**config.mk**
```make
export PLATFORM = sky130hd
export DESIGN_NAME = hazard_controller
export DESIGN_NICKNAME = d
export VERILOG_FILES = /design/src/rtl/hazard_controller.sv
export SDC_FILE = /design/constraint.sdc
export NUM_CORES = 1
export LEC_CHECK = 0
export CAP_MARGIN = 20
export CORE_ASPECT_RATIO = 0.7
export CORE_MARGIN = 2
export CORE_UTILIZATION = 45
export CTS_BUF_LIST = sky130_fd_sc_hd__clkbuf_4 sky130_fd_sc_hd__clkbuf_8
export DETAILED_ROUTE_END_ITERATION = 8
export PLACE_DENSITY = 0.76
export SKIP_CTS_REPAIR_TIMING = 1
export SYNTH_ARGS = -nofsm -noshare
export SYNTH_HDL_FRONTEND = slang
export SYNTH_SLANG_ARGS = --single-unit
```
**constraint.sdc**
```tcl
create_clock -name clk -period 2.5 [get_ports clk]
set_input_delay 0.375 -clock clk [delete_from_list [all_inputs] [get_ports clk]]
set_output_delay 0.375 -clock clk [all_outputs]
set_load 0.02 [all_outputs]
```
**src/rtl/hazard_controller.sv**
```systemverilog
// Pipeline hazard sequencer for the 5-stage core.
// The block watches the decode operands and the instruction held in ID/EX.
// It generates PC/IF-ID holds, ID/EX bubbles and IF/ID + ID/EX flushes.
// These controls resolve load-use and taken-branch hazards.
// It also keeps saturating stall and flush event counters for the debug view.
module hazard_controller #(
  parameter int unsigned LOAD_STALL = 1,
  parameter int unsigned CNT_W      = 16
) (
  input  logic             clk,
  input  logic             reset_n,
  input  logic [4:0]       id_rs1_addr_i,
  input  logic [4:0]       id_rs2_addr_i,
  input  logic             id_rs1_used_i,
  input  logic             id_rs2_used_i,
  input  logic [4:0]       ex_reg_wr_addr_i,
  input  logic             ex_reg_wr_sig_i,
  input  logic             ex_is_load_i,
  input  logic             br_taken_i,
  output logic             pc_stall_o,
  output logic             if_id_stall_o,
  output logic             id_ex_stall_o,
  output logic             if_id_flush_o,
  output logic             id_ex_flush_o,
  output logic [CNT_W-1:0] stall_cnt_o,
  output logic [CNT_W-1:0] flush_cnt_o
);

  typedef enum logic {
    RUN     = 1'b0,
    LU_WAIT = 1'b1
  } state_e;

  // The first bubble is issued from RUN; LU_WAIT covers the remaining ones.
  localparam logic [3:0] REM_INIT = 4'(LOAD_STALL - 1);
  localparam bit         MULTI    = (LOAD_STALL > 1);

  state_e           state_q, state_d;
  logic [3:0]       rem_q, rem_d;
  logic [CNT_W-1:0] stall_cnt_q, stall_cnt_d;
  logic [CNT_W-1:0] flush_cnt_q, flush_cnt_d;

  logic rs1_hit, rs2_hit, hz;
  logic stall_act, flush_act;

  // Load-use hazard: ID/EX load writes a non-x0 register that decode reads
  always_comb begin
    rs1_hit = id_rs1_used_i & (id_rs1_addr_i == ex_reg_wr_addr_i);
    rs2_hit = id_rs2_used_i & (id_rs2_addr_i == ex_reg_wr_addr_i);
    hz      = ex_is_load_i & ex_reg_wr_sig_i & (ex_reg_wr_addr_i != 5'd0)
              & (rs1_hit | rs2_hit);
  end

  // State and remaining-bubble register
  always_ff @(posedge clk or negedge reset_n) begin
    if (!reset_n) begin
      state_q <= RUN;
      rem_q   <= '0;
    end else begin
      state_q <= state_d;
      rem_q   <= rem_d;
    end
  end

  // Next-state logic: a taken branch always returns to RUN and clears rem
  always_comb begin
    state_d = state_q;
    rem_d   = rem_q;
    case (state_q)
      RUN: begin
        if (!br_taken_i && hz && MULTI) begin
          state_d = LU_WAIT;
          rem_d   = REM_INIT;
        end
      end
      LU_WAIT: begin
        if (br_taken_i) begin
          state_d = RUN;
          rem_d   = '0;
        end else begin
          rem_d = rem_q - 4'd1;
          if (rem_q == 4'd1) begin
            state_d = RUN;
          end
        end
      end
      default: begin
        state_d = RUN;
        rem_d   = '0;
      end
    endcase
  end

  // Mealy control outputs: flush beats stall, everything forced low in reset
  always_comb begin
    flush_act     = reset_n & br_taken_i;
    stall_act     = reset_n & ~br_taken_i & ((state_q == LU_WAIT) | hz);
    pc_stall_o    = stall_act;
    if_id_stall_o = stall_act;
    id_ex_stall_o = stall_act;
    if_id_flush_o = flush_act;
    id_ex_flush_o = flush_act;
  end

  // Saturating event counter next values
  always_comb begin
    stall_cnt_d = stall_cnt_q;
    flush_cnt_d = flush_cnt_q;
    if (stall_act && (stall_cnt_q != '1)) begin
      stall_cnt_d = stall_cnt_q + CNT_W'(1);
    end
    if (flush_act && (flush_cnt_q != '1)) begin
      flush_cnt_d = flush_cnt_q + CNT_W'(1);
    end
  end

  // Event counter registers
  always_ff @(posedge clk or negedge reset_n) begin
    if (!reset_n) begin
      stall_cnt_q <= '0;
      flush_cnt_q <= '0;
    end else begin
      stall_cnt_q <= stall_cnt_d;
      flush_cnt_q <= flush_cnt_d;
    end
  end

  assign stall_cnt_o = stall_cnt_q;
  assign flush_cnt_o = flush_cnt_q;

endmodule

```
==> flow_summary.ini <==
[status]
status = finished, final reports clean

[route]
viasPerCell = 5.133
vias = 1617
drt_pass1_iterations = 4
wl_per_cell_um = 13.84
routed_wl_um = 4359
antenna_left = 0
drc = 0
initialDrtViolationCount = 126

[sta]
setup_tns_ns = 0
hold_viol = 0
rsz0062_at_grt = true
finalCriticalPeriod_ns = 2.399
finalClockSkew_ns = 0.002916
setup_viol = 0
worst_slew_pin_slew_ns = 0.4285
period_share = 0.9597
slew_violations = 0
setup_ws_ns = 0.1008
slew_headroom = 0.7134
fmaxAchievable_mhz = 416.8

[placement]
hpwl_um = 3298
routabilityCongestion = 0.8831
dpl_cell_area_um2 = 2756
portBuffers = 58
place_inst = 306
place_ws_ns = -0.3051

[cells_and_area]
seqCellArea_um2 = 925.9
areaGrowthSynthToFinish_pct = 38.77
multi_input_area_um2 = 1070
fin_nets = 285
fin_area_um2 = 2875
stdcell_count = 315
nFillCells = 355
layout.cells.most_common = clkdlybuf4s50_1
layout_common_cells = clkdlybuf4s50_1, dfrtp_1, xnor2_1
antennaDiodeCount = 0
layout-drive-gt1-share = 0.1731

[grt]
grt_pass1_vias = 1544
antenna_found_initial = 0
grt_pass1_wl_um = 7300
overflow = 0
track_usage = 0.1830
grt_start_max_net_pins = 22

[synth]
syn_inst = 187
syn_area_per_cell_um2 = 11.08
syn_nets = 213
synth-compound-area-share = 0.07126
synthArstFlopShare = 1.000
synth-simple-area-share = 0.2337
yosys_warnings = 0
yosys.cell_types.count = 45
yosysSeqAreaShare = 0.4469
synth-edff-count = 0
synthMuxAreaShare = 0.03080
synth_top_flop_cell = dfrtp_1
netlist_area_um2 = 2072
synthAdderAreaFrac = 0.02415
ys_ff_latch = 37
synth_top_family_by_area = simple AND/OR/NAND/NOR gates
synth_xor_xnor_area_share = 0.1564

[critical_path]
required_ns = 2.12
end_kind = primary output
r2r_start = stall_cnt_o[0]
crit_type = in -> out
crit_arrival_ns = 2.02
critPathMaxFanout = 3
startpoint_type = input pin
startpoint = ex_reg_wr_addr_i[0]

[clocking]
numCtsBuffers = 5
root_buffer = clkbuf_8
clk_latency_ns = 0.28
clockBufferDepth = 2
cts.sinks = 37
htree_levels = 2
clk_pin_slew_worst_paths_ns = 0.07
cts_tree = yes

[floorplanning]
die_h_um = 60.77
io_pins = 59
dieArea_um2 = 5172
dieWidth_um = 85.11
start_util = 0.4731
rows = 20
core_area_um2 = 4379

[power_and_ir_drop]
pwr-share-seq = 0.469
p_int_uw = 1105
power.density_nw_per_um2 = 542.8
p_total_uw = 1561
clkPwrFrac = 0.287
p_sw_frac = 0.2917
net-switching-power_uw = 455.3
leakagePower_uw = 0.001261
peakVddDrop_mv = 0.5142
p_comb_frac = 0.243

[hold_path]
worstHoldPathType = in -> async

[flow_run]
cap_viol_max_count = 0
-- per-stage QoR --
stage | util | hold slack [ns]
final | 0.6566 | 0.09569
after global routing | 0.6566 | 0.1041
after CTS | 0.6526 | -0.03560
after detailed placement | 0.6294 | 0.2701
after global placement | 0.6294 | 0.2584
after floorplan | - | 0.07941
-- state kept, by name (all words and copies together), names as in the netlist --
register,count
flush_cnt_o,16
rem_q,4
state_q,1
stall_cnt_o,16
-- final timing paths --
path	end	slack (ns)	depth (start not counted)
min in group clk	rem_q[0]	0.49	1
worst min register to register	rem_q[0]	0.49	1
worst min-delay path	flush_cnt_o[12]	0.1	2
worst max-delay path	id_ex_stall_o	0.10	6
worst max register to register	stall_cnt_o[11]	0.53	8
max in group asynchronous	stall_cnt_o[2]	1.55	2
-- logic make-up (layout without fill, tap and decap cells) --
kind of cell               count (synthesis)  in the layout
AOI/OAI and AO/OA                         16             16
DFF                                       37             37
xor gates and xnor gates                  37             37
adders and majority gates                  4              4
muxes                                      6              6
and+or+nand+nor                           74             74
buffers and inverters                     13             86
-- routing by layer --
| metal | global-route usage | wire length [um] |
|---|---|---|
| met5 | 0 | 0 |
| met4 | 0.06122 | 21 |
| met3 | 0.04762 | 193 |
| met2 | 0.2567 | 1846 |
| met1 | 0.2754 | 2298 |
-- power groups by stage --
stage / registers [uW] / clock network, uW / logic (uW)
detailed placement: 744 / 0 / 379
floorplan: 801 / 0 / 113
global placement: 742 / 0 / 375
CTS: 733 / 462 / 381
finish: 733 / 449 / 380
global route: 744 / 498 / 414
-- critical path: stages --
cell	delay, ns
clkdlybuf4s50_1	0.46
or4_1	0.58
o211ai_2	0.18
o21a_2	0.15
nor2_1	0.05
dlymetal6s2s_1	0.22
-- synth_stat cells (all sizes together) (5+ instances only) --
master / count / share of area
nand4: 7 / 0.028
xnor2: 25 / 0.11
nand2: 15 / 0.031
and3: 6 / 0.024
inv: 7 / 0.013
a21oi: 5 / 0.012
buf: 6 / 0.024
nor2: 10 / 0.022
nor3: 8 / 0.027
dfrtp: 37 / 0.45
nand3: 13 / 0.034
xor2: 12 / 0.051
-- layout make-up --
| type | count | area share |
|---|---|---|
| Tap cell | 55 | 0.02393 |
| Timing Repair Buffer | 71 | 0.2376 |
| Sequential cell | 37 | 0.3220 |
| Multi-Input combinational cell | 137 | 0.3721 |
| Clock buffer | 7 | 0.03351 |
| Inverter | 7 | 0.009138 |
| Clock inverter | 1 | 0.001741 |
No activity file was read; power rests on OpenSTA's default activity.
==> patch (same flow settings) <==
Change the parameter `CNT_W` from 16 to 24.
--- a/src/rtl/hazard_controller.sv
+++ b/src/rtl/hazard_controller.sv
@@ -5,7 +5,7 @@
 // It also keeps saturating stall and flush event counters for the debug view.
 module hazard_controller #(
   parameter int unsigned LOAD_STALL = 1,
-  parameter int unsigned CNT_W      = 16
+  parameter int unsigned CNT_W      = 24
 ) (
   input  logic             clk,
   input  logic             reset_n,
Ports: changed (resized flush_cnt_o and stall_cnt_o); port bits go from 59 to 75. The function was not compared with the original's and may differ.
==> patch against the original RTL <==
Wire length is 41% higher. Final area is 29% higher. Synthesized area is 34% higher. Non-clock buffer count is 11 higher. Total power is 16% higher. Critical path type unchanged. Sequential cell count is 16 higher. Sequential power is 34% higher. Worst setup slack worse by 0.0090 ns. Count of clock-buffer cells in the layout stayed put. Via count is 36% higher.
==> patch: results <==
group,metric,value,unit
timing,tightest_slew,0.6638,ns
synthesis,synth.yosys.seq_area_share,47.73,%
placed_design,hpwlAfterDp,4644,um
pwr,cellLeakagePower,1.590,nW
min_path,worstHoldPathType,"in2async",
route,detail_route.iter0.violations,77,
synthesis,ys.flop_type,"sky130_fd_sc_hd__dfrtp_1",
synthesis,netlist-cell-type-count,43,
worst_setup_path,cp_data_arrival_time,2.03,ns
cts,clock_latency,0.30,ns
global_route,grt_pass1_vias,2226,
timing,finClkSkew,0.005794,ns
route,post_drt_via_cell_ratio,5.213,
route,wire_per_inst,14.54,um
final_layout,drive_above_1_share,8.069,%
synthesis,asyncSetResetFlopFracSynth,100.0,%
worst_setup_path,worstPathMaxFanout,5,
cts,max-clock-path-buffers,2,
global_route,antenna_found_initial,0,
cts,cts.clk_slew.worst_paths,0.08,ns
placed_design,pre_cts_ws,-0.2996,ns
global_route,grt_use_total,19.05,%
pwr,vdd_ir_drop_max,0.2778,mV
synthesis,netlist_top_cells_area,"sky130_fd_sc_hd__dfrtp_1, sky130_fd_sc_hd__xnor2_1, sky130_fd_sc_hd__xor2_1",
synthesis,synthTopCellsByCount,"sky130_fd_sc_hd__dfrtp_1, sky130_fd_sc_hd__xnor2_1, sky130_fd_sc_hd__nand3_1",
cts,cts_root_buffer,"sky130_fd_sc_hd__clkbuf_8",
synthesis,synth_warnings,0,
placed_design,place_congestion,0.8539,
cts,cts-buffers-inserted,5,
cts,clock_tree.htree_level_count,2,
final_layout,final_nets,373,
run_status,status,"finished clean",
route,detailedRoute.firstPassIterationCount,4,
final_layout,antennaDiodeCount,0,
synthesis,mappedNetlistNets,293,
global_route,largest_net_degree_at_the_start_of_global_routing,54,
final_layout,num-fill-cells,502,
global_route,grt_first_pass_wirelength,10490,um
placed_design,place.port_buffers,74,
## patch: metrics by stage
stage	cell area (um2)	TNS (ns)	std cells
6_report	3704	0	422
5_1_grt	3704	-0.05977	422
4_1_cts	3696	-0.9241	422
3_5_place_dp	3606	-1.424	415
3_3_place_gp	3606	-1.081	415
2_1_floorplan	2779	0	267
## patch: critical path: stages
cell and delay (ns):
sky130_fd_sc_hd__clkdlybuf4s50_1 0.46, sky130_fd_sc_hd__xor2_1 0.18, sky130_fd_sc_hd__nor4_1 0.28, sky130_fd_sc_hd__a32oi_1 0.16, sky130_fd_sc_hd__o22ai_2 0.28, sky130_fd_sc_hd__dlymetal6s2s_1 0.29
## patch: cell families (layout without fill, tap and decap cells)
family	after synthesis	count (layout)	share of synthesized area [%]
buffers and inverters	17	97	3.332
muxes	4	4	1.576
xor gates and xnor gates	54	54	17.02
AOI/OAI and AO/OA	13	13	3.962
and+or+nand+nor	122	122	24.58
adders and majority gates	4	4	1.801
DFF	53	53	47.73
## patch: layout make-up
cell class | count | area [um2] | area share, %
Tap cell | 75 | 93.84 | 2.534
Clock buffer | 7 | 90.09 | 2.432
Timing Repair Buffer | 82 | 803.3 | 21.69
Sequential cell | 53 | 1326 | 35.81
Multi-Input combinational cell | 197 | 1360 | 36.72
Inverter | 8 | 30.03 | 0.8108
## patch: worst paths after layout
kind,slack (ns),end,depth (start not counted),start
max,0.09,id_ex_stall_o,6,ex_reg_wr_addr_i[3]
min,0.29,flush_cnt_o[18]$_DFFE_PN0P_,2,reset_n
min reg2reg,0.49,flush_cnt_o[19]$_DFFE_PN0P_,1,flush_cnt_o[19]$_DFFE_PN0P_
max in group asynchronous,1.78,stall_cnt_o[21]$_DFFE_PN0P_,2,reset_n
max reg2reg,0.30,flush_cnt_o[15]$_DFFE_PN0P_,6,flush_cnt_o[3]$_DFFE_PN0P_
min in group clk,0.49,flush_cnt_o[19]$_DFFE_PN0P_,1,flush_cnt_o[19]$_DFFE_PN0P_
## patch: layer usage
layer | GRT usage, % | wire (um) | vias up
met5 | 0 | 0 | -
met4 | 4.167 | 29 | 0
met3 | 6.149 | 391 | 5
met2 | 29.76 | 2807 | 62
met1 | 26.07 | 2906 | 1048
li1 | - | - | 1085
## patch: power breakdown
part / switching [mW] / total (mW) / internal (mW)
sequential: 0.0774 / 0.984 / 0.906
combinational: 0.164 / 0.337 / 0.172
clock: 0.258 / 0.489 / 0.231
